## config.mk

```make
export PLATFORM = sky130hd
export DESIGN_NAME = ext_pipe
export DESIGN_NICKNAME = d
export VERILOG_FILES = /design/src/rtl/ext_pipe.sv
export SDC_FILE = /design/constraint.sdc
export NUM_CORES = 1
export LEC_CHECK = 0
export ABC_AREA = 1
export BUFFER_PORTS_ARGS = -buffer_cell sky130_fd_sc_hd__clkbuf_2
export CAP_MARGIN = 30
export CORE_MARGIN = 4
export CORE_UTILIZATION = 54
export CTS_BUF_LIST = sky130_fd_sc_hd__clkbuf_8
export DETAILED_ROUTE_END_ITERATION = 10
export PLACE_DENSITY = 0.78
export SLEW_MARGIN = 40
export SYNTH_ARGS = -nofsm -noshare
export SYNTH_HDL_FRONTEND = slang
export SYNTH_SLANG_ARGS = --single-unit
```

## constraint.sdc

```tcl
create_clock -name clk -period 1.7 [get_ports clk]
set_clock_uncertainty 0.15 [all_clocks]
set_input_delay 0.34 -clock clk [delete_from_list [all_inputs] [get_ports clk]]
set_output_delay 0.34 -clock clk [all_outputs]
set_load 0.005 [all_outputs]
```

## src/rtl/ext_pipe.sv

```systemverilog
// Immediate extender (zero / sign / upper / sign<<2) behind a 2-entry valid/ready buffer.
// Define EXT_ERR_EN to flag illegal mode codes through out_err instead of treating them as ZERO.
module ext_pipe #(
    parameter int WIDTH     = 16,
    parameter int OUT_WIDTH = 32
) (
    input  logic                 clk,
    input  logic                 reset,
    input  logic                 in_valid,
    output logic                 in_ready,
    input  logic [WIDTH-1:0]     in_a,
    input  logic [2:0]           in_op,
    output logic                 out_valid,
    input  logic                 out_ready,
    output logic [OUT_WIDTH-1:0] out_b,
    output logic                 out_err,
    output logic [1:0]           level
);

    localparam int SHAMT = OUT_WIDTH - WIDTH;

    localparam logic [2:0] OP_ZERO      = 3'b000;
    localparam logic [2:0] OP_SIGN      = 3'b001;
    localparam logic [2:0] OP_UPPER     = 3'b010;
    localparam logic [2:0] OP_SIGN_SHL2 = 3'b011;

    function automatic logic [OUT_WIDTH-1:0] extend_f(input logic [WIDTH-1:0] a,
                                                      input logic [2:0]       op);
        logic signed [WIDTH-1:0]     sa;
        logic signed [OUT_WIDTH-1:0] sx;
        logic [OUT_WIDTH-1:0]        zx;
        sa = signed'(a);
        sx = sa;
        zx = OUT_WIDTH'(a);
        case (op)
            OP_ZERO:      extend_f = zx;
            OP_SIGN:      extend_f = sx;
            OP_UPPER:     extend_f = zx << SHAMT;
            OP_SIGN_SHL2: extend_f = sx << 2;
`ifdef EXT_ERR_EN
            default:      extend_f = '0;
`else
            default:      extend_f = zx;
`endif
        endcase
    endfunction

    logic [1:0]           level_q, level_d;
    logic                 in_ready_q, in_ready_d;
    logic [OUT_WIDTH-1:0] b0_q, b0_d, b1_q, b1_d;
    logic [OUT_WIDTH-1:0] new_b;
    logic                 push, pop;
`ifdef EXT_ERR_EN
    logic                 e0_q, e0_d, e1_q, e1_d;
    logic                 new_e;
    assign new_e = in_op[2];
`endif

    assign push  = in_valid && in_ready_q;
    assign pop   = (level_q != 2'd0) && out_ready;
    assign new_b = extend_f(in_a, in_op);

    // Slot 0 is always the head; slot 1 only holds data while level is 2.
    always_comb begin
        level_d = level_q;
        b0_d    = b0_q;
        b1_d    = b1_q;
`ifdef EXT_ERR_EN
        e0_d    = e0_q;
        e1_d    = e1_q;
`endif
        case (level_q)
            2'd0: begin
                if (push) begin
                    b0_d    = new_b;
`ifdef EXT_ERR_EN
                    e0_d    = new_e;
`endif
                    level_d = 2'd1;
                end
            end
            2'd1: begin
                if (push && pop) begin
                    b0_d = new_b;
`ifdef EXT_ERR_EN
                    e0_d = new_e;
`endif
                end else if (push) begin
                    b1_d    = new_b;
`ifdef EXT_ERR_EN
                    e1_d    = new_e;
`endif
                    level_d = 2'd2;
                end else if (pop) begin
                    level_d = 2'd0;
                end
            end
            default: begin
                if (pop) begin
                    b0_d    = b1_q;
`ifdef EXT_ERR_EN
                    e0_d    = e1_q;
`endif
                    level_d = 2'd1;
                end
            end
        endcase
        in_ready_d = (level_d != 2'd2);
    end

    always_ff @(posedge clk) begin
        if (reset) begin
            level_q    <= 2'd0;
            in_ready_q <= 1'b1;
            b0_q       <= '0;
            b1_q       <= '0;
`ifdef EXT_ERR_EN
            e0_q       <= 1'b0;
            e1_q       <= 1'b0;
`endif
        end else begin
            level_q    <= level_d;
            in_ready_q <= in_ready_d;
            b0_q       <= b0_d;
            b1_q       <= b1_d;
`ifdef EXT_ERR_EN
            e0_q       <= e0_d;
            e1_q       <= e1_d;
`endif
        end
    end

    assign in_ready  = in_ready_q;
    assign out_valid = (level_q != 2'd0);
    assign out_b     = b0_q;
    assign level     = level_q;
`ifdef EXT_ERR_EN
    assign out_err   = e0_q;
`else
    assign out_err   = 1'b0;
`endif

endmodule
```

==> results.json <==
{
  "run_status": "finished, final reports clean",
  "power.switching_fraction": 0.2672,
  "grt_start_max_net_pins": 36,
  "synthesis.area_sq_um": 3033,
  "cts_tree": "built",
  "clk_latency_ns": 0.34,
  "die_w_um": 82.95,
  "postSynth.asyncResetShare": 0,
  "ys_seq_elements": 67,
  "post_synth_most_frequent_cells": "nor2_1 (68), dfxtp_1 (67), a21oi_1 (60), o21ai_0 (60), nand2_1 (56)",
  "placeableCoreArea_sq_um": 5473,
  "synthDistinctLibCells": 25,
  "detailedRoute.firstIterationViolations": 244,
  "numPortBuffers": 58,
  "maxSlewViolCount": 0,
  "maxClockFrequency_ghz": 0.6523,
  "worstHoldStart": "out_ready",
  "standard_cell_row_count": 27,
  "cp.arrival_ns": 1.04,
  "pwr-share-clk": 0.357,
  "share_comb_of_total_power": 0.152,
  "finalInstanceArea_sq_um": 3550,
  "grt.overflow.total": 0,
  "syn_nets": 437,
  "grt_pass1_wl_mm": 13.48,
  "worst-setup-path-type": "flip-flop to primary output",
  "final-setup-viol-count": 0,
  "final.setup.tns_ns": 0,
  "clkTransAtPathRegs_ns": 0.06,
  "max_cap_violations": 0,
  "drive_gt1_frac": 0.2026,
  "antenna_violations_before_repair": 0,
  "critical_path_peak_fanout": 4,
  "crit_slowest_cell": "dfxtp_1",
  "setup_slack_ns": 0.1671,
  "yosysMostFrequentCell": "nor2_1",
  "dr_drc_count": 0,
  "power.density_cell_area_nw_per_um2": 993.2,
  "reg2reg_from": "level[1]$_SDFF_PP0_",
  "die-height_um": 82.95,
  "yosysTopAreaCell": "dfxtp_1",
  "dr_total_vias": 2967,
  "count_of_flip_flops_with_a_built_in_enable_after_synthesis": 0,
  "detailed_place.area_sq_um": 3368,
  "place_congestion": 0.9687,
  "cell_types_with_the_largest_area_share_after_synthesis": "dfxtp_1 (44%), a21oi_1 (9.9%), o21ai_0 (9.9%), nor2_1 (8.4%), o21bai_1 (7.2%)",
  "post-layout-total-power_w": 0.003526,
  "timing.max_slew.rel_slack": 0.6465,
  "ant_nets": 0,
  "post_drt_via_cell_ratio": 5.484,
  "hold_slack_ns": 0.1008,
  "antenna_cells": 0,
  "n_fill_cell": 499,
  "postRouteWirelength_mm": 7.920,
  "p_seq_frac": 0.490,
  "timing.critical_path.to_type": "primary output",
  "critPathBufInv": 2,
  "via_count_of_the_first_global_routing_pass": 2863,
  "initial_core_util": 0.5542,
  "finish.net_count": 489,
  "post-dp-hpwl_mm": 5.246,
  "finalWorstPathRequiredPeriod_ns": 1.533,
  "worst_path_cell_chain": "nor2_2, inv_1, clkbuf_2",
  "critical_path_required_ns": 1.21,
  "power_leakage_nw": 1.713,
  "yosys_most_used_dff": "dfxtp_1",
  "post-cts-setup-buffer-count": 0,
  "syn_area_per_cell_sq_um": 7.326,
  "cts_inserted_buffers": 9,
  "synth_seq_area_share": 0.4422,
  "max-vdd-ir-drop_uv": 600.8,
  "power.switching_w": 0.0009422,
  "clk_path_buf_depth": 2,
  "top_level_ports": 60,
  "worst_path_largest_cell_delay_ns": 0.35,
  "cp_top_family": "flip-flops",
  "synth_top_area_frac": 0.4422,
  "clkSinkCount": 67,
  "cts_hold_buffers": 0,
  "first_pass_iters": 6,
  "critical_path.startpoint_type": "flip-flop",
  "cts_resized": 0,
  "clockRootBuffer": "clkbuf_8",
  "setup_repair_after_global_routing_missed_its_margin": "false",
  "report.final.hold_viol_count": 0,
  "slew_at_the_pin_with_the_worst_max_slew_slack_ns": 0.5295,
  "yosysWarnings": 0,
  "clock_tree.htree_level_count": 3,
  "area_growth_pct": 17.04,
  "synthesis.instances": 414,
  "global_route.usage.total": 0.2371,
  "die_area_sq_um": 6880,
  "dpl_worst_slack_ns": 0.1193,
  "internal-power_w": 0.002583,
  "timing.hold.worst.class": "input pin to flip-flop",
  "post-route-period-util": 0.9017,
  "startpoint": "level[0]$_SDFF_PP0_",
  "wire_per_inst_um": 14.64
}
[cells in the final DEF (no fill, tap or decap)]
| cell | n |
|---|---|
| o21ai_1 | 4 |
| nor2_2 | 1 |
| o21ai_2 | 1 |
| clkinv_2 | 2 |
| nor2_1 | 68 |
| nand2_2 | 1 |
| nor2_4 | 2 |
| conb_1 | 1 |
| clkbuf_2 | 58 |
| bufinv_16 | 1 |
| a31oi_1 | 1 |
| nor3_1 | 1 |
| inv_2 | 4 |
| nand3_2 | 1 |
| a211oi_1 | 1 |
| nand2_1 | 56 |
| o21bai_1 | 29 |
| inv_1 | 18 |
| a21oi_1 | 60 |
| buf_12 | 3 |
| dfxtp_1 | 67 |
| buf_4 | 11 |
| o21ai_0 | 60 |
| nand3_1 | 5 |
| o21a_1 | 1 |
| clkbuf_8 | 10 |
| nand4_1 | 2 |
[cell families (layout without fill, tap and decap cells)]
| logic type | after synthesis | in the layout | share of synthesized area |
|---|---|---|---|
| AND/OR/NAND/NOR | 137 | 137 | 0.1823 |
| buffers and inverters | 52 | 107 | 0.08787 |
| AO/OA/AOI/OAI | 157 | 157 | 0.2863 |
| flip-flops | 67 | 67 | 0.4422 |
| other | 1 | 1 | 0.001236 |
[layout make-up]
type,count,area (sq um),area share
clock inverter,4,43.79,0.01234
timing repair buffer,72,432.9,0.1220
multi-input combinational,295,1425,0.4015
sequential,67,1341,0.3779
inverter,21,78.83,0.02221
tap,72,90.09,0.02538
clock buffer,10,137.6,0.03877
[metal layers]
| metal | GRT usage | wire [um] |
|---|---|---|
| met5 | 0 | 0 |
| met4 | 0.1159 | 171 |
| met3 | 0.04266 | 642 |
| met2 | 0.3608 | 3509 |
| met1 | 0.3234 | 3595 |
[worst reg2reg max path, delay by kind of cell (launching register included)]
| kind | cells | cell delay [ns] |
|---|---|---|
| flip-flops | 1 | 0.39 |
| AND/OR/NAND/NOR | 4 | 0.34 |
| buffers and inverters | 2 | 0.27 |
| AO/OA/AOI/OAI | 1 | 0.18 |
[registers in the layout, indices dropped and copies added, names as in the netlist]
| register | cells |
|---|---|
| level | 2 |
| b1_q | 32 |
| out_b | 32 |
| in_ready | 1 |
[metrics by stage]
stage               std cells    util
finish                    541  0.6486
global route              541  0.6486
CTS                       541  0.6486
detailed placement        527  0.6155
global placement          527  0.6155
floorplan                 414       -
[power groups by stage]
stage / combinational [W] / sequential, W / clock (W)
floorplan: 0.000326 / 0.00176 / 0
global placement: 0.000527 / 0.00176 / 0
detailed placement: 0.000532 / 0.00176 / 0
CTS: 0.000537 / 0.00173 / 0.00127
global route: 0.000605 / 0.00174 / 0.00134
finish: 0.000538 / 0.00173 / 0.00126
[worst paths after layout]
check	cells after the start	slack, ns	end
setup / recovery	3	0.17	out_valid
hold / removal	2	0.10	level[1]$_SDFF_PP0_
setup reg to reg	7	0.26	out_b[31]$_SDFFE_PP0P_
hold reg to reg	2	0.34	b1_q[0]$_SDFFE_PP0P_
Note: power is estimated with default switching activity, not from simulation.
